===== src/rtl/rvh_l1d_pkg.sv =====
// Shared L1D bank geometry and the eviction-reader FSM state encoding.
package rvh_l1d_pkg;

  localparam int unsigned L1D_BANK_WAY_NUM          = 4;
  localparam int unsigned L1D_BANK_WAY_IDX_WIDTH    = $clog2(L1D_BANK_WAY_NUM);
  localparam int unsigned L1D_BANK_SET_NUM          = 64;
  localparam int unsigned L1D_BANK_SET_INDEX_WIDTH  = $clog2(L1D_BANK_SET_NUM);
  localparam int unsigned L1D_BANK_LINE_ADDR_SIZE   = 26;
  localparam int unsigned L1D_BANK_LINE_DATA_SIZE   = 512;
  localparam int unsigned L1D_BANK_ID_MAX           = 15;

  typedef enum logic [1:0] {
    IDLE  = 2'd0,
    READ  = 2'd1,
    DRAIN = 2'd2,
    PUSH  = 2'd3
  } evict_state_e;

endpackage


===== src/rtl/rvh_l1d_evict_reader.sv =====
// Reads a dirty victim line chunk by chunk from the L1D data RAM and hands the
// assembled line to the eviction write queue.
module rvh_l1d_evict_reader
  import rvh_l1d_pkg::*;
#(
  parameter int unsigned BANK_ID = 0,
  parameter int unsigned N_CHUNK = 4
) (
  input  logic                                        clk,
  input  logic                                        rst,
  input  logic                                        evict_req_valid_i,
  input  logic [L1D_BANK_LINE_ADDR_SIZE-1:0]          evict_req_addr_i,
  input  logic [L1D_BANK_WAY_IDX_WIDTH-1:0]           evict_req_way_i,
  output logic                                        evict_req_ready_o,
  output logic                                        ram_rd_en_o,
  output logic [L1D_BANK_WAY_IDX_WIDTH-1:0]           ram_rd_way_o,
  output logic [L1D_BANK_SET_INDEX_WIDTH-1:0]         ram_rd_set_o,
  output logic [$clog2(N_CHUNK)-1:0]                  ram_rd_chunk_o,
  input  logic                                        ram_rd_gnt_i,
  input  logic [L1D_BANK_LINE_DATA_SIZE/N_CHUNK-1:0]  ram_rd_data_i,
  output logic                                        ewrq_valid_o,
  output logic [L1D_BANK_LINE_ADDR_SIZE-1:0]          ewrq_addr_o,
  output logic [L1D_BANK_LINE_DATA_SIZE-1:0]          ewrq_dat_o,
  input  logic                                        ewrq_ready_i,
  input  logic [L1D_BANK_LINE_ADDR_SIZE-1:0]          lookup_addr_i,
  output logic                                        lookup_hit_o
);

  localparam int unsigned CHUNK_W = L1D_BANK_LINE_DATA_SIZE / N_CHUNK;
  localparam int unsigned CNT_W   = $clog2(N_CHUNK);

  // Elaboration-time parameter sanity.
  if (N_CHUNK < 2 || (N_CHUNK & (N_CHUNK - 1)) != 0) begin : g_bad_n_chunk
    $error("N_CHUNK must be a power of two >= 2");
  end
  if (BANK_ID > L1D_BANK_ID_MAX) begin : g_bad_bank_id
    $error("BANK_ID out of range");
  end

  evict_state_e                          state_q;
  evict_state_e                          state_d;
  logic [L1D_BANK_LINE_ADDR_SIZE-1:0]    addr_q;
  logic [L1D_BANK_WAY_IDX_WIDTH-1:0]     way_q;
  logic [CNT_W-1:0]                      cnt_q;
  logic                                  dv_q;
  logic [CNT_W-1:0]                      dv_idx_q;
  logic [L1D_BANK_LINE_DATA_SIZE-1:0]    line_q;
  logic                                  accept;
  logic                                  rd_fire;

  // Next-state and handshake decode.
  always_comb begin
    state_d           = state_q;
    evict_req_ready_o = 1'b0;
    ram_rd_en_o       = 1'b0;
    ewrq_valid_o      = 1'b0;
    accept            = 1'b0;
    rd_fire           = 1'b0;
    case (state_q)
      IDLE: begin
        evict_req_ready_o = 1'b1;
        if (evict_req_valid_i) begin
          accept  = 1'b1;
          state_d = READ;
        end
      end
      READ: begin
        ram_rd_en_o = 1'b1;
        if (ram_rd_gnt_i) begin
          rd_fire = 1'b1;
          if (cnt_q == CNT_W'(N_CHUNK - 1)) begin
            state_d = DRAIN;
          end
        end
      end
      DRAIN: begin
        state_d = PUSH;
      end
      PUSH: begin
        ewrq_valid_o = 1'b1;
        if (ewrq_ready_i) begin
          state_d = IDLE;
        end
      end
      default: begin
        state_d = IDLE;
      end
    endcase
  end

  // Control state: FSM, chunk counter, one-cycle data-valid flag.
  always_ff @(posedge clk) begin
    if (!rst) begin
      state_q <= IDLE;
      cnt_q   <= '0;
      dv_q    <= 1'b0;
    end else begin
      state_q <= state_d;
      dv_q    <= rd_fire;
      if (accept) begin
        cnt_q <= '0;
      end else if (rd_fire) begin
        cnt_q <= cnt_q + CNT_W'(1);
      end
    end
  end

  // Datapath: request latch and line assembly; contents are don't-care after reset.
  always_ff @(posedge clk) begin
    if (accept) begin
      addr_q <= evict_req_addr_i;
      way_q  <= evict_req_way_i;
    end
    if (rd_fire) begin
      dv_idx_q <= cnt_q;
    end
    for (int unsigned i = 0; i < N_CHUNK; i++) begin
      if (dv_q && dv_idx_q == CNT_W'(i)) begin
        line_q[i*CHUNK_W +: CHUNK_W] <= ram_rd_data_i;
      end
    end
  end

  assign ram_rd_way_o   = way_q;
  assign ram_rd_set_o   = addr_q[L1D_BANK_SET_INDEX_WIDTH-1:0];
  assign ram_rd_chunk_o = cnt_q;
  assign ewrq_addr_o    = addr_q;
  assign ewrq_dat_o     = line_q;
  assign lookup_hit_o   = (state_q != IDLE) && (lookup_addr_i == addr_q);

endmodule

===== config.mk =====
export PLATFORM = sky130hd
export DESIGN_NAME = rvh_l1d_evict_reader
export DESIGN_NICKNAME = d
export VERILOG_FILES = /design/src/rtl/rvh_l1d_pkg.sv /design/src/rtl/rvh_l1d_evict_reader.sv
export SDC_FILE = /design/constraint.sdc
export NUM_CORES = 1
export LEC_CHECK = 0
export CAP_MARGIN = 20
export CORE_AREA = 3 3 290 292
export CTS_BUF_LIST = sky130_fd_sc_hd__clkbuf_8
export DETAILED_ROUTE_END_ITERATION = 6
export DIE_AREA = 0 0 293 295
export DONT_BUFFER_PORTS = 1
export GPL_ROUTABILITY_DRIVEN = 0
export SLEW_MARGIN = 5
export SYNTH_ARGS = -nofsm -noshare
export SYNTH_HDL_FRONTEND = slang
export SYNTH_SLANG_ARGS = --single-unit
export TNS_END_PERCENT = 30

===== constraint.sdc =====
create_clock -name clk -period 25.2 [get_ports clk]
set_input_delay 2.52 -clock clk [delete_from_list [all_inputs] [get_ports clk]]
set_output_delay 2.52 -clock clk [all_outputs]
set_load 0.03 [all_outputs]

==> qor_table.md <==
| Result | Value | Unit |
|---|---|---|
| Via density per instance | 3.661 | - |
| Standard-cell rows | 105 | - |
| Total power | 1.872 | mW |
| Count of clock tree sinks | 547 | - |
| Detailed-route DRC error count | 0 | - |
| Internal power of the cells | 1.410 | mW |
| Netlist cell types | 22 | - |
| Overall global routing resource usage | 9.220 | % |
| Final-layout setup total negative slack | 0 | ps |
| Net switching power figure | 462.1 | µW |
| EDFF count, synth | 542 | - |
| Top cells by instance count after synthesis | 542 x edfxtp_1, 16 x xor2_1, 11 x xnor2_1 | - |
| Fmax | 0.1568 | GHz |
| Transition time at the pin with the least slew margin | 983.9 | ps |
| Warnings, synthesis | 0 | - |
| Static leakage | 6.050 | nW |
| Number of buffers added for setup after CTS | 0 | - |
| Hold Vio Cnt, Final | 0 | - |
| Period minus WS final | 6377 | ps |
| Xor/xnor share of the synthesized area | 1.397 | % |
| Area of the core | 81850 | µm² |
| Portion of synthesized cell area occupied by the leading cell type | 96.18 | % |
| Worst Hold Slack | 591.6 | ps |
| Syn Area/Cell | 27.29 | µm² |
| 1st-iter DRT viols | 394 | - |
| Biggest fanout along the worst timing path | 1 | - |
| Maximum number of pins on one net before global-route repair | 129 | - |
| Nets | 899 | - |
| Wire length of the first global-routing pass | 56.77 | mm |
| Post-synthesis net count | 813 | - |
| Total congestion overflow after global routing | 0 | - |
| Placed wire-length estimate | 29.79 | mm |
| Horizontal die dimension | 293 | µm |
| Port bufs | 0 | - |
| Number of standard cells in the final layout excluding fillers | 1846 | - |
| Final critical-path share of the clock period | 25.31 | % |
| Most repeated cell in the gate-level netlist after synthesis | edfxtp_1 | - |
| CP Data Arrival Time | 3860 | ps |
| Antenna violations before repair | 7 | - |
| Max-slew violations | 0 | - |
| Clock Path Buffers | 3 | - |
| Worst relative slew slack | 34.41 | % |
| Sequential cell area fraction in the yosys report | 96.77 | % |
| Clk slew on worst S/H paths | 60 | ps |
| Combinational cell fraction of total power | 3.2 | % |
| Share of final-layout standard cells stronger than drive strength 1 | 15.34 | % |
| Area fraction in compound gates after synthesis | 0.1479 | % |
| Area growth syn-to-layout | 17.41 | % |
| Hold crit path type | flop to flop | - |
| Post-Synth Simple-Gate Area | 0.8059 | % |
| Status | finished clean | - |
| Post-synth design cell area | 16920 | µm² |
| Maximum VDD drop | 47.33 | µV |
| WP data required | 22680 | ps |
| Initial core utilization | 20.68 | % |
| Fraction of synthesized area in multiplexers | 0.05915 | % |
| Async SR Flop Fraction | 0 | % |
| Resized Gates After CTS | 0 | - |
| Clock group share of total power | 35.8 | % |
| Detailed Route WL | 43.07 | mm |
| Number of hold buffers added after CTS | 0 | - |
| Combinational family with the most area after synthesis | XOR/XNOR gates | - |
| H-tree levels | 3 | - |
| Detailed-route via count | 6758 | - |
| Clock Latency Late Sink | 630 | ps |
| Drt wl/cell | 23.33 | µm |
| Count of state elements after synthesis | 547 | - |
| Type of the worst setup path | input pin to output pin | - |
| Net switching fraction of the power | 24.69 | % |
| Number of instances in the synthesized netlist | 620 | - |
| Vias in the first global route | 7306 | - |
| Ys flop type | edfxtp_1 | - |
| Chip Height | 295 | µm |
| Largest area contributor in the netlist | edfxtp_1 | - |
| Die area | 86440 | µm² |
| CP endpoint kind | output pin | - |
| Setup Viol. Count Final | 0 | - |
| Max-cap violations | 0 | - |
| Number of placed instances, taps included | 1692 | - |
| CTS tree | built | - |
| Power Dens Cells | 94.20 | nW/µm² |
| Share of synthesized cell area in full adder, half adder and majority cells | 0.4436 | % |
| Antenna violation net count after detailed routing | 0 | - |
| I/O pin cnt | 739 | - |
| CP Launch Type | input pin | - |
| Clock skew after layout | 30.44 | ps |
| RSZ-0062 raised after global routing | false | - |
| Cells taking the most area after synthesis | edfxtp_1 96%, xor2_1 0.83%, dfxtp_1 0.59% | - |
| Clock buffer count from CTS | 82 | - |
| Router iterations before antenna repair | 5 | - |
| Part of the total power dissipated in sequential elements | 61.0 | % |
| CTS Root Buffer Type | clkbuf_8 | - |
routing by layer:
layer | up-vias | global-route usage (%) | wire length [µm]
met4 | 2 | 5.052 | 1730
li1 | 2681 | - | -
met5 | - | 0 | 19
met1 | 3402 | 8.764 | 14000
met3 | 95 | 5.476 | 5828
met2 | 578 | 15.58 | 21490
layout make-up:
class	instances	area, µm²
antenna	7	17.52
multi-input combinational	62	504.2
clock buffer	84	1156
clock inverter	63	372.9
timing repair buffer	8	85.08
inverter	5	18.77
tap	1070	1339
fill	8225	61980
sequential	547	16380
layout by cell type, fill, tap and decap left out, types with 2 or more instances in the layout:
master and instances:
buf_12 2, inv_1 22, nor2_1 2, bufinv_16 3, dfxtp_1 5, xnor2_1 11
ha_1 6, edfxtp_1 542, clkbuf_8 84, nand4_1 3, inv_6 3, buf_4 6
clkinvlp_4 3, diode_2 7, clkinv_2 11, nand2_1 6, nor4_1 5, xor2_1 16
clkinv_1 24
state kept, by name, indices dropped and copies added (netlist names):
name,cells
dv_idx_q,2
state_q,2
ram_rd_chunk_o,2
ewrq_dat_o,512
ewrq_addr_o,26
ram_rd_way_o,2
dv_q,1
final timing paths:
check / start / end / slack [ps] / depth (start not counted)
setup reg to reg: dv_idx_q[1]$_DFFE_PP_ / ewrq_dat_o[188]$_DFFE_PP_ / 22930 / 2
hold / removal: state_q[0]$_SDFFE_PN0P_ / state_q[0]$_SDFFE_PN0P_ / 590 / 1
hold reg to reg: state_q[0]$_SDFFE_PN0P_ / state_q[0]$_SDFFE_PN0P_ / 590 / 1
setup / recovery: lookup_addr_i[0] / lookup_hit_o / 18820 / 5
logic make-up after synthesis:
logic type               Yosys count
multiplexers                       1
buffers and inverters             11
AO/OA/AOI/OAI                      3
XOR/XNOR                          27
AND/OR/NAND/NOR                   25
adder cells (fa/ha/maj)            6
flip-flops                       547
worst max-delay path: stages:
cell     delay [ps]
xor2_1          120
nor4_1          500
nand4_1         170
nor4_1          330
buf_4           220
stage by stage:
step	utilization (%)	area, µm²	setup slack [ps]
final	24.28	19870	18820
after global routing	24.26	19860	18700
after CTS	24.25	19850	18750
after detailed placement	22.39	18320	18760
after global placement	22.39	18320	18720
after floorplan	-	16920	14690
power groups by stage:
stage               sequential, mW  clock, mW  combinational [mW]
finish                        1.14      0.671              0.0603
floorplan                     1.15          0              0.0499
global route                  1.14      0.741              0.0676
detailed placement            1.16          0              0.0623
global placement              1.16          0              0.0606
CTS                           1.14      0.697              0.0624
Power figures use the tool's default switching activity.
